### src/rtl/sram_bank_arbiter.sv
// Round-robin arbiter sharing one single-port SRAM bank between requesters.
// In-flight reads ride a latency-matched pipeline back to their issuer.
module sram_bank_arbiter #(
    parameter int unsigned NumReq    = 4,
    parameter int unsigned NumWords  = 256,
    parameter int unsigned DataWidth = 32,
    parameter int unsigned ByteWidth = 8,
    parameter int unsigned Latency   = 1,
    parameter int unsigned AddrWidth = (NumWords > 1) ? $clog2(NumWords) : 1,
    parameter int unsigned BeWidth   = (DataWidth + ByteWidth - 1) / ByteWidth,
    parameter int unsigned IdxWidth  = (NumReq > 1) ? $clog2(NumReq) : 1
) (
    input  logic                          clk_i,
    input  logic                          rst_ni,
    input  logic [NumReq-1:0]             req_i,
    input  logic [NumReq-1:0]             we_i,
    input  logic [NumReq*AddrWidth-1:0]   addr_i,
    input  logic [NumReq*DataWidth-1:0]   wdata_i,
    input  logic [NumReq*BeWidth-1:0]     be_i,
    output logic [NumReq-1:0]             gnt_o,
    output logic [NumReq-1:0]             rvalid_o,
    output logic [DataWidth-1:0]          rdata_o,
    output logic                          err_o,
    output logic                          sram_req_o,
    output logic                          sram_we_o,
    output logic [AddrWidth-1:0]          sram_addr_o,
    output logic [DataWidth-1:0]          sram_wdata_o,
    output logic [BeWidth-1:0]            sram_be_o,
    input  logic [DataWidth-1:0]          sram_rdata_i
);

    if (NumReq < 1 || NumReq > 16) begin : g_bad_numreq
        $error("NumReq must be in 1..16");
    end
    if (Latency < 1 || Latency > 4) begin : g_bad_latency
        $error("Latency must be in 1..4");
    end

    // Round-robin pointer: index holding highest priority this cycle.
    logic [IdxWidth-1:0] rr_q, rr_d;

    // Arbitration result.
    logic                win_valid;
    logic [IdxWidth-1:0] win_idx;

    // Fields of the winning request.
    logic                 w_we;
    logic [AddrWidth-1:0] w_addr;
    logic [DataWidth-1:0] w_wdata;
    logic [BeWidth-1:0]   w_be;
    logic                 w_in_range;

    // Response pipeline, one entry per cycle of bank latency.
    logic [Latency-1:0]  vld_q, vld_d;
    logic [Latency-1:0]  err_q, err_d;
    logic [IdxWidth-1:0] idx_q [Latency];
    logic [IdxWidth-1:0] idx_d [Latency];

    // Scan requesters starting at rr_q, first asserted request wins.
    always_comb begin
        logic [IdxWidth-1:0] cand;
        win_valid = 1'b0;
        win_idx   = '0;
        cand      = '0;
        for (int unsigned i = 0; i < NumReq; i++) begin
            cand = IdxWidth'((32'(rr_q) + i) % NumReq);
            if (!win_valid && req_i[cand]) begin
                win_valid = 1'b1;
                win_idx   = cand;
            end
        end
    end

    // Priority moves just past the accepted requester, holds when idle.
    always_comb begin
        rr_d = rr_q;
        if (win_valid) begin
            rr_d = IdxWidth'((32'(win_idx) + 1) % NumReq);
        end
    end

    // Select the winner's command fields.
    always_comb begin
        w_we    = we_i[win_idx];
        w_addr  = addr_i[win_idx * AddrWidth +: AddrWidth];
        w_wdata = wdata_i[win_idx * DataWidth +: DataWidth];
        w_be    = be_i[win_idx * BeWidth +: BeWidth];
    end

    // A power-of-two bank cannot be addressed out of range.
    if (NumWords == (1 << AddrWidth)) begin : g_full_range
        assign w_in_range = 1'b1;
    end else begin : g_part_range
        assign w_in_range = (32'(w_addr) < NumWords);
    end

    // One-hot grant to the winner.
    always_comb begin
        gnt_o = '0;
        if (win_valid) begin
            gnt_o[win_idx] = 1'b1;
        end
    end

    // Bank drive: command muxed from winner, zeros when idle.
    always_comb begin
        sram_req_o   = 1'b0;
        sram_we_o    = 1'b0;
        sram_addr_o  = '0;
        sram_wdata_o = '0;
        sram_be_o    = '0;
        if (win_valid) begin
            sram_req_o   = w_in_range;
            sram_we_o    = w_we;
            sram_addr_o  = w_addr;
            sram_wdata_o = w_wdata;
            sram_be_o    = w_be;
        end
    end

    // Stage 0 captures accepted reads; later stages shift every cycle.
    always_comb begin
        vld_d    = '0;
        err_d    = '0;
        vld_d[0] = win_valid && !w_we;
        err_d[0] = !w_in_range;
        idx_d[0] = win_idx;
        for (int unsigned s = 1; s < Latency; s++) begin
            vld_d[s] = vld_q[s-1];
            err_d[s] = err_q[s-1];
            idx_d[s] = idx_q[s-1];
        end
    end

    // Pointer and pipeline registers; reset drops in-flight reads.
    always_ff @(posedge clk_i or negedge rst_ni) begin
        if (!rst_ni) begin
            rr_q  <= '0;
            vld_q <= '0;
            err_q <= '0;
            for (int unsigned s = 0; s < Latency; s++) begin
                idx_q[s] <= '0;
            end
        end else begin
            rr_q  <= rr_d;
            vld_q <= vld_d;
            err_q <= err_d;
            for (int unsigned s = 0; s < Latency; s++) begin
                idx_q[s] <= idx_d[s];
            end
        end
    end

    // Route the last stage back to its issuer; errored reads return 0.
    always_comb begin
        rvalid_o = '0;
        err_o    = 1'b0;
        rdata_o  = '0;
        if (vld_q[Latency-1]) begin
            rvalid_o[idx_q[Latency-1]] = 1'b1;
            err_o = err_q[Latency-1];
            if (!err_q[Latency-1]) begin
                rdata_o = sram_rdata_i;
            end
        end
    end

endmodule

### config.mk
export PLATFORM = sky130hd
export DESIGN_NAME = sram_bank_arbiter
export DESIGN_NICKNAME = d
export VERILOG_FILES = /design/src/rtl/sram_bank_arbiter.sv
export SDC_FILE = /design/constraint.sdc
export NUM_CORES = 1
export LEC_CHECK = 0
export BUFFER_PORTS_ARGS = -buffer_cell sky130_fd_sc_hd__buf_2
export CAP_MARGIN = 20
export CORE_AREA = 2 2 117 119
export DETAILED_ROUTE_END_ITERATION = 10
export DIE_AREA = 0 0 119 121
export GPL_TIMING_DRIVEN = 0
export PLACE_DENSITY_LB_ADDON = 0.25
export SYNTH_ARGS = -nofsm -noshare
export SYNTH_HDL_FRONTEND = slang
export SYNTH_SLANG_ARGS = --single-unit
### constraint.sdc
create_clock -name clk_i -period 2.25 [get_ports clk_i]
set_clock_uncertainty 0.05 [all_clocks]
set_input_delay 0.1125 -clock clk_i [delete_from_list [all_inputs] [get_ports clk_i]]
set_output_delay 0.1125 -clock clk_i [all_outputs]
set_load 0.01 [all_outputs]
==> qor.csv <==
stage;metric;value;unit
status;outcome;finished clean;
routing;DRC Markers;0;
power;Total Power;3.69;mW
clock_network;CTS Root Cell;clkbuf_16;
floorplan;die area;0.0144;mm²
synth;Synth Net Count;450;
routing;detailed-route via count;3049;
setup_path;Critical Path Fanout Max;4;
floorplan;die boundary height;121;µm
setup_path;CP arrival;2050;ps
clock_network;TritonCTS Buffers;3;
timing;Final Cycle Share;0.984;
floorplan;core box area;0.0131;mm²
global_routing;GRT Util Overall;0.130;
global_routing;vias in the first global route;3096;
layout;fill count;1429;
setup_path;R2R setup slack;110;ps
floorplan;die width;119;µm
routing;Initial DRC Count;39;
placed_design;port buffer count;303;
timing;Peak Freq;452;MHz
setup_path;RR Startpoint;rr_q[1];
floorplan;initial core utilization;0.143;
layout;ANT cells;0;
layout;most common cell after layout, fill and taps aside;buf_2;
synth;number of flops mapped to enable cells by yosys;0;
floorplan;Boundary Pins;305;
timing;Relative slew margins;0.663;
synth;Ys Warns;0;
routing;Final ANT Viol Nets;0;
synth;Async S/R FF share, synth;1.00;
clock_network;worst-case clock buffer depth;2;
timing;final hold violations;0;
synth;#FFs+latches synth;5;
clock_network;Clk pin slew, worst setup/hold paths;30;ps
routing;final wirelength;10700;µm
timing;final setup vio count;0;
routing;DRT Pass-1 Iters;4;
placed_design;placed cells;707;
global_routing;antenna violations before repair;0;
layout;Finished Layout Cells;722;
layout;most frequent cells in the layout;buf_2, mux2i_1, o22ai_1, and2_1, buf_4;
setup_path;Setup crit end kind;output pin;
layout;area delta synth->final;112;%
setup_path;cells on worst reg2reg path;8;
floorplan;# rows;42;
timing;unrepaired setup endpoints after global routing;yes;
placed_design;Post-DP HPWL;9140;µm
synth;Avg Inst Size Synth;8.19;µm²
layout;Finished Core Util;0.303;
synth;Syn Inst Count;228;
synth;Mapped Area;0.00187;mm²
global_routing;grt ovf;0;
global_routing;first-pass GRT wire length;14900;µm
power;pwr/cell area;931;mW/mm²
clock_network;worst skew pair latency;230;ps
setup_path;Startpoint Class;register;
power;Leakage;2.29;nW
job;total of max-cap violations;0;
global_routing;largest net degree at the start of global routing;13;
layout;Reg area;126;µm²
timing;minimum clock period;2210;ps
timing;max-slew violations;0;
layout;multi-input logic area;0.00169;mm²
synth;synth unique cells;29;
synth;top_reg_cell synth;dfrtp_1;
clock_network;CTS tree;done;
synth;post-synthesis sequential area ratio;0.0670;
layout;fin nets;769;
clock_network;H-tree levels;1;
placed_design;GP Congestion;0.737;
worst_hold_path;Worst Hold Class;in -> reg;
timing;slew of the pin with the lowest slew margin;506;ps
timing;setup TNS;0;ps
power;Worst VDD drop;0.350;mV
setup_path;Critical Path Source;rr_q[1];
setup_path;CP required;2090;ps
layout;layout cells sized above 1;0.650;
setup_path;critical path class;reg -> out;
placed_design;Place WS;-335;ps
timing;PnR worst setup slack;36.4;ps
routing;Via-to-Cell Ratio;4.22;
clock_network;clk sinks;5;
setup_path;CP endpoint;sram_we_o;
routing;Avg WL per Cell;14.8;µm
setup_path;Reg2Reg Capture Point;rr_q[1];
[critical path, stage by stage, from the launching register on]
cell	delay [ps]
dfrtp_2	430
mux2_4	310
a22oi_2	220
o21ai_4	120
buf_4	150
mux4_2	290
and2_1	160
buf_2	130
[worst min-delay path by stage]
stage	to	cells past startpoint	from	slack [ps]
final	rr_q[0]	2	req_i[3]	130
after global routing	rr_q[0]	2	req_i[3]	160
after CTS	rr_q[0]	2	req_i[3]	110
after detailed placement	vld_q	1	rst_ni	-110
after global placement	vld_q	1	rst_ni	-120
after floorplan	idx_q[0]	0	rst_ni	-230
[Yosys cell counts, types with 2 or more instances]
master	n	area, µm²
a21oi_1	2	10.0
and2_1	37	231
buf_1	3	11.3
buf_2	15	75.1
clkbuf_1	4	15.0
dfrtp_1	5	125
ha_1	4	50.1
inv_1	4	15.0
mux2i_1	88	881
nand2_1	2	7.51
nor2_1	2	7.51
o21ai_1	2	10.0
o22ai_1	44	275
[area by class of cell]
class / instances / share of cell area
flip-flops and latches: 5 / 0.0319
well taps: 176 / 0.0555
inverters: 4 / 0.00568
plain buffers: 24 / 0.0518
repair buffers: 314 / 0.409
multi-input cells: 195 / 0.426
clock buffers: 4 / 0.0199
[stage by stage]
| step | hold WS [ps] | cell area [µm²] |
|---|---|---|
| final | 134 | 3970 |
| after global routing | 158 | 3970 |
| after CTS | 114 | 3770 |
| after detailed placement | -113 | 3600 |
| after global placement | -117 | 3600 |
| after floorplan | -233 | 1870 |
[cell families (layout without fill, tap and decap cells)]
logic type	count (synthesis)	count (layout)	synth area share
AOI/OAI and AO/OA	53	53	0.184
adders and majority gates	4	4	0.0268
and+or+nand+nor	46	46	0.151
DFF	5	5	0.0670
buffers and inverters	28	346	0.0724
muxes	91	91	0.496
other	1	1	0.00201
[routing by layer]
metal,global-route usage,up-vias,part of all wire
li1,-,1497,-
met1,0.137,1364,0.38
met2,0.261,182,0.53
met3,0.0273,6,0.075
met4,0.0283,0,0.0091
met5,0,-,0
[registers in the layout, summed over array words and instances, names as in the netlist]
name   cells
idx_q      2
rr_q       2
vld_q      1
[power breakdown]
group          internal, mW  switching [mW]  total [mW]
sequential            0.133          0.0427       0.176
combinational          1.58            1.64        3.22
clock                 0.235          0.0553       0.290
total                  1.95            1.74        3.69
[what timing repair did]
item	in CTS	in global routing
setup endpoints to repair	50	45
resized for setup	19	37
gates cloned	0	2
endpoints found under the hold margin	5	0
hold buffers	1	0
pin swaps	0	1
buffers inserted	3	5
Power figures use the tool's default switching activity.
